<file path="src/rtl/udp_tx_arbiter_if.sv">
// udp_tx_arbiter_if: bundle of every signal between the UDP transmit arbiter,
// its NUM_SRC packet sources and the downstream UDP/IP layer.
//
// Handshake semantics (source <-> arbiter <-> UDP/IP layer):
//   A source raises src_request[i] with a non-zero src_length[i] and holds
//   both until its packet is finished or it sees src_abort[i]. The arbiter
//   forwards the request downstream as udp_tx_request. udp_tx_enable is the
//   acceptance strobe; it is routed to the granted source in the same cycle
//   so the source can present its first byte. After acceptance, every cycle
//   with udp_tx_active=1 consumes exactly one byte of udp_tx_data (mirrored
//   to the source as src_active). The first cycle with udp_tx_active=0 after
//   at least one byte ends the packet.
//
// Port summary (master = arbiter side, slave = sources/downstream side):
//   src_request/src_length/src_port/src_data  per-source request and payload
//   src_enable/src_active/src_abort           per-source strobes from arbiter
//   udp_tx_enable/udp_tx_active               downstream strobes
//   udp_tx_request/length/data, port_ID       downstream request path
//   grant, busy, len_error                    status
//   dbg_state                                 arbiter FSM state (debug)
interface udp_tx_arbiter_if #(
  parameter int NUM_SRC = 4
);
  localparam int GW = $clog2(NUM_SRC);

  logic [NUM_SRC-1:0]    src_request;
  logic [NUM_SRC*16-1:0] src_length;
  logic [NUM_SRC*8-1:0]  src_port;
  logic [NUM_SRC*8-1:0]  src_data;
  logic [NUM_SRC-1:0]    src_enable;
  logic [NUM_SRC-1:0]    src_active;
  logic [NUM_SRC-1:0]    src_abort;
  logic                  udp_tx_enable;
  logic                  udp_tx_active;
  logic                  udp_tx_request;
  logic [15:0]           udp_tx_length;
  logic [7:0]            udp_tx_data;
  logic [7:0]            port_ID;
  logic [GW-1:0]         grant;
  logic                  busy;
  logic                  len_error;
  logic [1:0]            dbg_state;

  modport master (
    input  src_request, src_length, src_port, src_data,
    input  udp_tx_enable, udp_tx_active,
    output src_enable, src_active, src_abort,
    output udp_tx_request, udp_tx_length, udp_tx_data, port_ID,
    output grant, busy, len_error, dbg_state
  );

  modport slave (
    output src_request, src_length, src_port, src_data,
    output udp_tx_enable, udp_tx_active,
    input  src_enable, src_active, src_abort,
    input  udp_tx_request, udp_tx_length, udp_tx_data, port_ID,
    input  grant, busy, len_error, dbg_state
  );
endinterface

</file>
<file path="src/rtl/udp_tx_arbiter.sv">
// udp_tx_arbiter: shares the single UDP transmit path between NUM_SRC packet
// sources. One source is granted per packet (PRI_SRC first, otherwise
// round-robin), its length/port are registered and its data is muxed onto
// the path. A forced inter-packet gap and a pre-data watchdog keep a stalled
// source from locking the Ethernet path.
//
// Ports:
//   tx_clock  transmit clock
//   reset     asynchronous, active-high reset
//   bus       udp_tx_arbiter_if.master (sources, downstream and status)
module udp_tx_arbiter #(
  parameter int NUM_SRC    = 4,
  parameter int PRI_SRC    = 0,
  parameter int GAP_CYCLES = 12,
  parameter int TIMEOUT    = 50000
) (
  input  logic              tx_clock,
  input  logic              reset,
  udp_tx_arbiter_if.master  bus
);
  localparam int GW  = $clog2(NUM_SRC);
  localparam int WDW = $clog2(TIMEOUT + 1);
  localparam int GPW = $clog2(GAP_CYCLES + 1);

  typedef enum logic [1:0] {
    IDLE = 2'd0,
    REQ  = 2'd1,
    XFER = 2'd2,
    GAP  = 2'd3
  } state_t;

  state_t         state_q, state_d;
  logic [GW-1:0]  grant_q, grant_d;
  logic [GW-1:0]  last_q, last_d;
  logic [15:0]    len_q, len_d;
  logic [15:0]    byte_q, byte_d;
  logic [7:0]     port_q, port_d;
  logic           seen_q, seen_d;
  logic           lerr_q, lerr_d;
  logic [WDW-1:0] wd_q, wd_d;
  logic [GPW-1:0] gap_q, gap_d;

  logic [NUM_SRC-1:0] nz;
  logic [NUM_SRC-1:0] elig;
  logic               win_valid;
  logic [GW-1:0]      win_idx;
  logic               wd_hit;
  logic               abort_fire;

  // A zero-length request is never eligible.
  for (genvar i = 0; i < NUM_SRC; i++) begin : g_nz
    assign nz[i] = |bus.src_length[i*16 +: 16];
  end
  assign elig = bus.src_request & nz;

  // Round-robin search from last_q+1. The loop runs from the farthest
  // candidate to the nearest so the nearest eligible one is assigned last.
  always_comb begin
    win_valid = 1'b0;
    win_idx   = '0;
    for (int k = NUM_SRC; k >= 1; k--) begin
      if (elig[GW'((int'(last_q) + k) % NUM_SRC)]) begin
        win_valid = 1'b1;
        win_idx   = GW'((int'(last_q) + k) % NUM_SRC);
      end
    end
    if (elig[GW'(PRI_SRC)]) begin
      win_valid = 1'b1;
      win_idx   = GW'(PRI_SRC);
    end
  end

  // Watchdog expiry on the TIMEOUT-th pre-data cycle. Acceptance (enable in
  // REQ, first active byte in XFER) in the same cycle takes precedence.
  assign wd_hit     = (wd_q == WDW'(TIMEOUT - 1));
  assign abort_fire = wd_hit &&
                      (((state_q == REQ) && !bus.udp_tx_enable) ||
                       ((state_q == XFER) && !seen_q && !bus.udp_tx_active));

  // State register
  always_ff @(posedge tx_clock or posedge reset) begin
    if (reset) begin
      state_q <= IDLE;
      grant_q <= '0;
      last_q  <= GW'(NUM_SRC - 1);
      len_q   <= '0;
      byte_q  <= '0;
      port_q  <= '0;
      seen_q  <= 1'b0;
      lerr_q  <= 1'b0;
      wd_q    <= '0;
      gap_q   <= '0;
    end else begin
      state_q <= state_d;
      grant_q <= grant_d;
      last_q  <= last_d;
      len_q   <= len_d;
      byte_q  <= byte_d;
      port_q  <= port_d;
      seen_q  <= seen_d;
      lerr_q  <= lerr_d;
      wd_q    <= wd_d;
      gap_q   <= gap_d;
    end
  end

  // Next-state logic
  always_comb begin
    state_d = state_q;
    grant_d = grant_q;
    last_d  = last_q;
    len_d   = len_q;
    byte_d  = byte_q;
    port_d  = port_q;
    seen_d  = seen_q;
    lerr_d  = lerr_q;
    wd_d    = wd_q;
    gap_d   = gap_q;
    case (state_q)
      IDLE: begin
        if (win_valid) begin
          grant_d = win_idx;
          last_d  = win_idx;
          len_d   = bus.src_length[win_idx*16 +: 16];
          port_d  = bus.src_port[win_idx*8 +: 8];
          wd_d    = '0;
          state_d = REQ;
        end
      end
      REQ: begin
        if (bus.udp_tx_enable) begin
          byte_d  = '0;
          seen_d  = 1'b0;
          wd_d    = '0;
          state_d = XFER;
        end else if (abort_fire) begin
          wd_d    = '0;
          gap_d   = '0;
          state_d = GAP;
        end else begin
          wd_d = wd_q + WDW'(1);
        end
      end
      XFER: begin
        if (bus.udp_tx_active) begin
          byte_d = byte_q + 16'd1;
          seen_d = 1'b1;
        end else if (seen_q) begin
          lerr_d  = lerr_q | (byte_q != len_q);
          wd_d    = '0;
          gap_d   = '0;
          state_d = GAP;
        end else if (abort_fire) begin
          wd_d    = '0;
          gap_d   = '0;
          state_d = GAP;
        end else begin
          wd_d = wd_q + WDW'(1);
        end
      end
      GAP: begin
        if (gap_q == GPW'(GAP_CYCLES - 1)) begin
          gap_d   = '0;
          state_d = IDLE;
        end else begin
          gap_d = gap_q + GPW'(1);
        end
      end
      default: state_d = IDLE;
    endcase
  end

  // Outputs. Strobes and data are combinational so the granted source sees
  // enable/active in the same cycle the downstream layer asserts them.
  always_comb begin
    bus.udp_tx_request = (state_q == REQ) || (state_q == XFER);
    bus.src_enable     = '0;
    bus.src_active     = '0;
    bus.src_abort      = '0;
    bus.udp_tx_data    = '0;
    case (state_q)
      REQ: begin
        bus.src_enable[grant_q] = bus.udp_tx_enable;
        bus.udp_tx_data         = bus.src_data[grant_q*8 +: 8];
      end
      XFER: begin
        bus.src_active[grant_q] = bus.udp_tx_active;
        bus.udp_tx_data         = bus.src_data[grant_q*8 +: 8];
      end
      default: ;
    endcase
    bus.src_abort[grant_q] = abort_fire;
    bus.udp_tx_length      = len_q;
    bus.port_ID            = port_q;
    bus.grant              = grant_q;
    bus.busy               = (state_q != IDLE);
    bus.len_error          = lerr_q;
    bus.dbg_state          = state_q;
  end
endmodule

</file>
<file path="src/flat_wrapper.sv">
// flat-port wrapper written by rule: the top's interface ports become plain ports
module udp_tx_arbiter_flat 
#(
  parameter int NUM_SRC    = 4,
  parameter int PRI_SRC    = 0,
  parameter int GAP_CYCLES = 12,
  parameter int TIMEOUT    = 50000
)
  (tx_clock, reset, bus_src_request, bus_src_length, bus_src_port, bus_src_data, bus_udp_tx_enable, bus_udp_tx_active, bus_src_enable, bus_src_active, bus_src_abort, bus_udp_tx_request, bus_udp_tx_length, bus_udp_tx_data, bus_port_ID, bus_grant, bus_busy, bus_len_error, bus_dbg_state);
  udp_tx_arbiter_if #(.NUM_SRC(NUM_SRC)) bus_i ();
  input  logic tx_clock;
  input  logic reset;
  input wire logic [$bits(bus_i.src_request)-1:0] bus_src_request;
  input wire logic [$bits(bus_i.src_length)-1:0] bus_src_length;
  input wire logic [$bits(bus_i.src_port)-1:0] bus_src_port;
  input wire logic [$bits(bus_i.src_data)-1:0] bus_src_data;
  input wire logic [$bits(bus_i.udp_tx_enable)-1:0] bus_udp_tx_enable;
  input wire logic [$bits(bus_i.udp_tx_active)-1:0] bus_udp_tx_active;
  output wire logic [$bits(bus_i.src_enable)-1:0] bus_src_enable;
  output wire logic [$bits(bus_i.src_active)-1:0] bus_src_active;
  output wire logic [$bits(bus_i.src_abort)-1:0] bus_src_abort;
  output wire logic [$bits(bus_i.udp_tx_request)-1:0] bus_udp_tx_request;
  output wire logic [$bits(bus_i.udp_tx_length)-1:0] bus_udp_tx_length;
  output wire logic [$bits(bus_i.udp_tx_data)-1:0] bus_udp_tx_data;
  output wire logic [$bits(bus_i.port_ID)-1:0] bus_port_ID;
  output wire logic [$bits(bus_i.grant)-1:0] bus_grant;
  output wire logic [$bits(bus_i.busy)-1:0] bus_busy;
  output wire logic [$bits(bus_i.len_error)-1:0] bus_len_error;
  output wire logic [$bits(bus_i.dbg_state)-1:0] bus_dbg_state;
  assign bus_i.src_request = bus_src_request;
  assign bus_i.src_length = bus_src_length;
  assign bus_i.src_port = bus_src_port;
  assign bus_i.src_data = bus_src_data;
  assign bus_i.udp_tx_enable = bus_udp_tx_enable;
  assign bus_i.udp_tx_active = bus_udp_tx_active;
  assign bus_src_enable = bus_i.src_enable;
  assign bus_src_active = bus_i.src_active;
  assign bus_src_abort = bus_i.src_abort;
  assign bus_udp_tx_request = bus_i.udp_tx_request;
  assign bus_udp_tx_length = bus_i.udp_tx_length;
  assign bus_udp_tx_data = bus_i.udp_tx_data;
  assign bus_port_ID = bus_i.port_ID;
  assign bus_grant = bus_i.grant;
  assign bus_busy = bus_i.busy;
  assign bus_len_error = bus_i.len_error;
  assign bus_dbg_state = bus_i.dbg_state;
  udp_tx_arbiter #(.NUM_SRC(NUM_SRC), .PRI_SRC(PRI_SRC), .GAP_CYCLES(GAP_CYCLES), .TIMEOUT(TIMEOUT)) u_core (.tx_clock(tx_clock), .reset(reset), .bus(bus_i));
endmodule
</file>
<file path="config.mk">
export PLATFORM = sky130hd
export DESIGN_NAME = udp_tx_arbiter_flat
export DESIGN_NICKNAME = d
export VERILOG_FILES = /design/src/rtl/udp_tx_arbiter_if.sv /design/src/rtl/udp_tx_arbiter.sv /design/src/flat_wrapper.sv
export SDC_FILE = /design/constraint.sdc
export NUM_CORES = 1
export LEC_CHECK = 0
export CAP_MARGIN = 15
export CELL_PAD_IN_SITES_DETAIL_PLACEMENT = 0
export CELL_PAD_IN_SITES_GLOBAL_PLACEMENT = 1
export CORE_MARGIN = 5
export CORE_UTILIZATION = 33
export CTS_CLUSTER_DIAMETER = 60
export CTS_CLUSTER_SIZE = 14
export DETAILED_ROUTE_END_ITERATION = 10
export GPL_TIMING_DRIVEN = 0
export PLACE_DENSITY_LB_ADDON = 0.1
export SETUP_SLACK_MARGIN = 0.4
export SYNTH_ARGS = -nofsm -noshare
export SYNTH_HDL_FRONTEND = slang
export SYNTH_SLANG_ARGS = --single-unit
</file>
<file path="constraint.sdc">
create_clock -name tx_clock -period 2.95 [get_ports tx_clock]
set_clock_uncertainty 0.15 [all_clocks]
set_input_delay 0.59 -clock tx_clock [delete_from_list [all_inputs] [get_ports tx_clock]]
set_output_delay 0.59 -clock tx_clock [all_outputs]
set_load 0.01 [all_outputs]
</file>
==> run metrics, run 1 <==
share of layout cells above drive strength 1 37.9%; Top FF cell, synth sky130_fd_sc_hd__dfrtp_1; core region area 14400 um^2; top-level port count 187; vias post-DR 5035; total routed wirelength 18800 um; ratio of routed vias to standard cells 5.40; floorplan row count 44; fraction of synthesized cell area taken by the top area cell type 34.5%; design area around 8400 um^2; final layout net count ~900; first-pass GRT wire length 28900 um; Critical Path Most Common Cell sky130_fd_sc_hd__buf_6; post-route insts no fill between 900 and 1000; CTS tree yes; data arrival time of the critical path 2.84 ns; area taken by flip-flops and latches 1710 um^2; number of cells on the worst reg-to-reg path 9; number of filler instances in the final layout about 1200; Syn Std Cell Area 4790 um^2; max incr delay on CP 0.54 ns; Final Setup Violations 0; antenna viol nets, final 0; P_int between 3 and 4 mW; static leakage 3.72 nW; number of warnings printed during yosys synthesis 0; Layout Area Growth over Synthesis 76.4%; maximum achievable frequency around 0.36 GHz; area of the multi-input gates 3410 um^2; cts bufs inserted 9; maximum number of buffers from clock root to sink 2; total half-perimeter wirelength after legalization and detailed placement ~14000 um; slowest CP cell sky130_fd_sc_hd__or4_4; Setup CP Type in2reg; dominant cells by area after synthesis sky130_fd_sc_hd__dfrtp_1 35%, sky130_fd_sc_hd__mux2i_1 10%, sky130_fd_sc_hd__o221ai_2 6.3%; area of the die 17000 um^2; power per cell area 742 nW/um^2; endpoint type of the worst setup path register; Final Cycle Share 94.2%; Final Hold Viols 0; Sw Pwr 2.30 mW; list of most frequent post-synthesis cells 66 x sky130_fd_sc_hd__dfrtp_1, 58 x sky130_fd_sc_hd__nand2_1, 49 x sky130_fd_sc_hd__mux2i_1; synthesized area divided by synthesized cell count 9.83 um^2; Routed wire per std cell 20.2 um; starting utilization of the core area 33.3%; unrepaired setup endpoints after global routing true; startpoint type of the worst setup path input pin; switching part of the total a little under two fifths; antenna violations before repair 1; Critical Path Fanout Max 10; max-slew headroom at the worst pin 55.1%; instance count of the mapped netlist 487; largest area contributor in the netlist sky130_fd_sc_hd__dfrtp_1; clock tree root driver cell sky130_fd_sc_hd__clkbuf_16; Sinks on Clock Net between 60 and 70; sequential share of power 23.3%; worst-path cell chain buf_6 -> or4_4 -> o41ai_4 -> a21oi_2 -> o311ai_4 -> buf_6 -> buf_8 -> mux2i_2 -> o221ai_2; proportion of synthesized flip-flops having asynchronous set or reset 100%; residual DRC count 0; GRT Overall Usage 22.0%; worst min path class in2async; length of the first detailed-routing pass in iterations 4; global route total overflow 0; number of synthesized flops with an enable pin 0; final core utilization 58.8%; number of buffers inserted by hold repair at cts 0; number of levels the H-tree was split into 3; Buf/Inv on CP 3; total of flip-flops plus latches after synthesis 68; number of global-route vias before repair 5320; largest delay contributor family on the critical path compound AO/OA/AOI/OAI gates; port bufs 186; number of max-capacitance violations reported 0; Crit path depth 9; Post-DP Area 7020 um^2; violation count after the first detailed-routing iteration between 200 and 250; transition at the pin with the smallest max-transition slack approximately 0.67 ns; post-CTS clock slew at the launch and capture registers of the worst setup and hold paths 0.06 ns; nets in the synthesized netlist 631; post-layout min period 2.78 ns; number of cells in the design after placement 858; Routability Congestion 0.819; status finished clean; VDD IR max 386 uV; final number of max-transition violations 0; unique cell type count in the Yosys netlist 54; combinational fraction of design power 56.2%; horizontal die dimension around 130 um; setup TNS 0 ns; overall die height roughly 130 um; clock latency reported for the late side of the worst-skew pair ~0.34 ns; sequential element share of the synthesized area 35.6%; most frequent cell after synthesis sky130_fd_sc_hd__dfrtp_1; worst endpoint required time roughly 3.0 ns; maximum number of pins on one net before global-route repair 68; clock network power share 20.5%
[power by group through the flow]
stage                     combinational, mW  clock [mW]  sequential, mW
after detailed placement               2.71           0            1.47
after floorplan                        1.47           0            1.48
final                                  3.52        1.29            1.46
after global placement                 2.68           0            1.46
after CTS                              3.30        1.30            1.46
after global routing                   3.78        1.34            1.50
[through the flow]
| stage | power [mW] | setup WS (ns) | hold WS (ns) |
|---|---|---|---|
| final | 6.27 | 0.172 | 0.314 |
| after global routing | 6.62 | 0.103 | 0.301 |
| after CTS | 6.06 | 0.196 | 0.300 |
| after detailed placement | 4.18 | -0.755 | 0.307 |
| after global placement | 4.14 | -0.905 | 0.299 |
| after floorplan | 2.94 | 0.174 | 0.289 |
[layout make-up]
class | count | share of cell area, %
multi-input cells | 377 | 40.4
repair buffers | 244 | 27.5
flip-flops and latches | 68 | 20.3
plain buffers | 29 | 4.28
clock buffers | 10 | 2.83
well taps | 184 | 2.73
clock inverters | 6 | 1.32
inverters | 13 | 0.667
diodes | 1 | 0.0296
[layer usage]
metal / global-route usage, % / up-vias / share of wire [%]
li1: - / 2362 / -
met1: 26.2 / 2443 / 41
met2: 38.8 / 193 / 49
met3: 5.73 / 37 / 7.5
met4: 7.32 / 0 / 2.7
met5: 0 / - / 0
[placed cells by master, fill, tap and decap left out, types with 5 or more instances in the layout]
master / instances
sky130_fd_sc_hd__mux2i_4: 9
sky130_fd_sc_hd__buf_8: 8
sky130_fd_sc_hd__clkdlybuf4s15_1: 12
sky130_fd_sc_hd__o21ai_0: 26
sky130_fd_sc_hd__inv_1: 9
sky130_fd_sc_hd__or4_4: 16
sky130_fd_sc_hd__a21oi_1: 7
sky130_fd_sc_hd__o21ai_1: 5
sky130_fd_sc_hd__o221ai_2: 21
sky130_fd_sc_hd__nand3_1: 14
sky130_fd_sc_hd__nor2_1: 25
sky130_fd_sc_hd__buf_4: 35
sky130_fd_sc_hd__nor3_1: 5
sky130_fd_sc_hd__buf_12: 13
sky130_fd_sc_hd__nand2_1: 54
sky130_fd_sc_hd__mux2i_1: 23
sky130_fd_sc_hd__o41ai_4: 5
sky130_fd_sc_hd__buf_6: 19
sky130_fd_sc_hd__dfrtp_2: 6
sky130_fd_sc_hd__mux2i_2: 17
sky130_fd_sc_hd__dlygate4sd2_1: 31
sky130_fd_sc_hd__nor2b_1: 5
sky130_fd_sc_hd__clkbuf_16: 10
sky130_fd_sc_hd__clkbuf_2: 10
sky130_fd_sc_hd__clkdlybuf4s50_1: 91
sky130_fd_sc_hd__nand2b_1: 6
sky130_fd_sc_hd__o31ai_2: 6
sky130_fd_sc_hd__xor2_1: 19
sky130_fd_sc_hd__o21ai_2: 5
sky130_fd_sc_hd__buf_16: 7
sky130_fd_sc_hd__dfrtp_1: 60
sky130_fd_sc_hd__mux4_2: 8
sky130_fd_sc_hd__and2_1: 7
sky130_fd_sc_hd__nand4_1: 8
sky130_fd_sc_hd__buf_2: 37
[worst paths after layout]
| check | start | endpoint | slack, ns |
|---|---|---|---|
| min | reset | u_core.bus.port_ID[1] | 0.31 |
| max reg2reg | u_core.bus.dbg_state[1] | u_core.wd_q[4] | 0.29 |
| min in group tx_clock | u_core.bus.len_error | u_core.bus.len_error | 0.34 |
| max in group asynchronous | reset | u_core.wd_q[11] | 1.79 |
| min reg2reg | u_core.bus.len_error | u_core.bus.len_error | 0.34 |
| max | bus_src_length[27] | u_core.bus.udp_tx_length[5] | 0.17 |
[cells by family after synthesis]
logic type               after synthesis  synth area share, %
multiplexers                          57                 14.0
AO/OA/AOI/OAI                        115                 20.5
adder cells (fa/ha/maj)                8                 2.09
flip-flops                            68                 35.6
AND/OR/NAND/NOR                      175                 18.8
buffers and inverters                 42                 4.97
XOR/XNOR                              22                 4.03
[state kept, by name, summed over array words and instances (netlist names)]
register and count:
u_core.bus.port_ID 8, u_core.last_q 2, u_core.bus.len_error 1, u_core.bus.dbg_state 2, u_core.gap_q 4, u_core.seen_q 1, u_core.bus.grant 2, u_core.byte_q 16
u_core.bus.udp_tx_length 16, u_core.wd_q 16
[repair_timing]
item                                   CTS  global route
setup buffers                           37            13
endpoints found under the hold margin    0             0
pin swaps                               42            19
setup endpoints to repair               78            62
gates resized for setup                376            50
cloned                                   6             1
Power figures use the tool's default switching activity.
==> run 2: changes to the inputs <==
--- a/config.mk
+++ b/config.mk
@@ -9,12 +9,14 @@
 export CELL_PAD_IN_SITES_DETAIL_PLACEMENT = 0
 export CELL_PAD_IN_SITES_GLOBAL_PLACEMENT = 1
 export CORE_MARGIN = 5
-export CORE_UTILIZATION = 33
+export CORE_UTILIZATION = 34
+export CTS_BUF_LIST = sky130_fd_sc_hd__clkbuf_8
 export CTS_CLUSTER_DIAMETER = 60
 export CTS_CLUSTER_SIZE = 14
 export DETAILED_ROUTE_END_ITERATION = 10
 export GPL_TIMING_DRIVEN = 0
 export PLACE_DENSITY_LB_ADDON = 0.1
+export REMOVE_ABC_BUFFERS = 1
 export SETUP_SLACK_MARGIN = 0.4
 export SYNTH_ARGS = -nofsm -noshare
 export SYNTH_HDL_FRONTEND = slang
==> run metrics, run 2 (synthesis results as in run 1) <==
Critical Path Most Common Cell sky130_fd_sc_hd__buf_16; Worst R2R End u_core.wd_q[5]; total half-perimeter wirelength after legalization and detailed placement 12200 um; post-route insts no fill 916; Final Setup Violations 0; number of global-route vias before repair 5241; unrepaired setup endpoints after global routing true; max-slew headroom at the worst pin between 50% and 60%; transition at the pin with the smallest max-transition slack roughly 0.70 ns; post-layout min period 2.87 ns; maximum achievable frequency 0.348 GHz; core region area 13800 um^2; data arrival time of the critical path 2.96 ns; startpoint type of the worst setup path input pin; worst-path cell chain clkdlybuf4s15_1 -> or4_4 -> o41ai_4 -> buf_4 -> a21oi_4 -> o311ai_4 -> buf_6 -> buf_16 -> buf_16 -> mux2i_2 -> o221ai_2; max incr delay on CP around 0.57 ns; Final Hold Slack 0.279 ns; residual DRC count 0; area of the die 16600 um^2; maximum number of pins on one net before global-route repair 68; violation count after the first detailed-routing iteration 382; antenna violations before repair 0; GRT Overall Usage between 20 and 25%; global route total overflow 0; Routed wire per std cell 20.4 um; number of max-capacitance violations reported 0; Final Hold Viols 0; diode count 0; horizontal die dimension 129 um; worst reg-to-reg setup slack approximately 0.37 ns; most frequent cells in the layout 101 x sky130_fd_sc_hd__clkdlybuf4s50_1, 61 x sky130_fd_sc_hd__dfrtp_1, 52 x sky130_fd_sc_hd__nand2_1; total routed wirelength 18700 um; Critical Path Fanout Max 8; CTS tree yes; power per cell area 716 nW/um^2; top-level port count around 190; final number of max-transition violations 0; Layout Area Growth over Synthesis 72.5%; length of the first detailed-routing pass in iterations 4; vias post-DR 5019; endpoint type of the worst setup path register; clock latency reported for the late side of the worst-skew pair 0.36 ns; slowest CP cell sky130_fd_sc_hd__or4_4; worst min path class in2async; setup TNS 0 ns; Setup CP Type in2reg; number of levels the H-tree was split into 3; status finished clean; number of cells on the worst reg-to-reg path 9; final layout net count 875; share of layout cells above drive strength 1 between 30% and 40%; Sinks on Clock Net 68; number of filler instances in the final layout ~1200; post-CTS clock slew at the launch and capture registers of the worst setup and hold paths 0.08 ns; number of cells in the design after placement 831; worst endpoint required time 3.04 ns; clock tree root driver cell sky130_fd_sc_hd__clkbuf_8; most frequent standard cell in the layout excluding fill and tap cells sky130_fd_sc_hd__clkdlybuf4s50_1; Overall Power 5.92 mW; first-pass GRT wire length 28000 um; overall die height ~130 um; starting utilization of the core area 34.6%; static leakage 3.59 nW; cts bufs inserted 9; VDD IR max between 300 and 400 uV; Critical R2R Launch u_core.bus.dbg_state[0]; floorplan row count 43; Final Cycle Share 97.3%; Routability Congestion ~0.87; port bufs 186; antenna viol nets, final 0; ratio of routed vias to standard cells 5.48; maximum number of buffers from clock root to sink 2
run 2: cell count changes in the layout (fill, tap and decap cells not counted), moves of 5 or more:
cell                              change
sky130_fd_sc_hd__buf_4               +10
sky130_fd_sc_hd__clkdlybuf4s50_1     +10
sky130_fd_sc_hd__clkbuf_8             +8
sky130_fd_sc_hd__mux2i_4              +7
sky130_fd_sc_hd__dlygate4sd2_1       -10
sky130_fd_sc_hd__buf_12               -6
sky130_fd_sc_hd__buf_8                -7
sky130_fd_sc_hd__buf_2               -13
sky130_fd_sc_hd__clkbuf_16            -8
sky130_fd_sc_hd__mux2i_2              -5
sky130_fd_sc_hd__clkdlybuf4s15_1      +7
run 2: timing repair:
action / 4_1_cts / 5_1_grt
buffers inserted: 46 / 13
hold buffers: 0 / 0
gates resized for setup: 285 / 117
setup endpoints to repair: 69 / 55
cloned: 7 / 3
pin swaps: 44 / 33
run 2: worst max-delay path by stage:
| stage | start | to | slack, ns | cells after the start |
|---|---|---|---|---|
| CTS | bus_src_length[22] | u_core.bus.udp_tx_length[9] | 0.20 | 10 |
| finish | bus_src_length[31] | u_core.bus.port_ID[3] | 0.08 | 11 |
| global route | bus_src_length[21] | u_core.bus.udp_tx_length[9] | 0.04 | 11 |
| global placement | bus_src_length[25] | u_core.bus.udp_tx_length[4] | -2.60 | 7 |
| detailed placement | bus_src_length[7] | u_core.bus.udp_tx_length[10] | -1.67 | 8 |
| floorplan | bus_src_length[25] | u_core.bus.udp_tx_length[12] | -1.29 | 6 |
run 2: where the power goes:
group	switching, mW	internal [mW]
Clock	0.402	0.585
Combinational	1.58	1.87
Sequential	0.291	1.19
Total	2.28	3.64
run 2: layout make-up:
class | count | area (um^2) | share of cell area, %
Clock buffer | 10 | 138 | 1.67
Multi-Input combinational cell | 382 | 3520 | 42.6
Clock inverter | 6 | 111 | 1.35
Timing Repair Buffer | 257 | 2500 | 30.3
Tap cell | 180 | 225 | 2.73
Inverter | 13 | 53.8 | 0.651
Sequential cell | 68 | 1710 | 20.7
run 2: critical path: cells and delay by family:
family	cells	cell delay (ns)
mux	1	0.24
simple gates	1	0.57
buf+inv	5	0.88
compound gates	4	0.67
run 2: routing by layer:
metal	wire [um]	share of wire (%)	track usage [%]	up-vias
met5	0	0	0	-
met3	1400	7.5	5.77	31
met1	7770	42	27.3	2451
met2	9080	49	35.3	200
met4	452	2.4	7.47	0
li1	-	-	-	2337
run 2: per-stage QoR:
stage                     area [um^2]  setup WS (ns)  util [%]
after floorplan                  4600          -1.29         -
after global placement           6690          -2.60      48.3
after detailed placement         6820          -1.67      49.3
after CTS                        7810          0.202      56.5
after global routing             8260         0.0361      59.7
final                            8260         0.0805      59.7
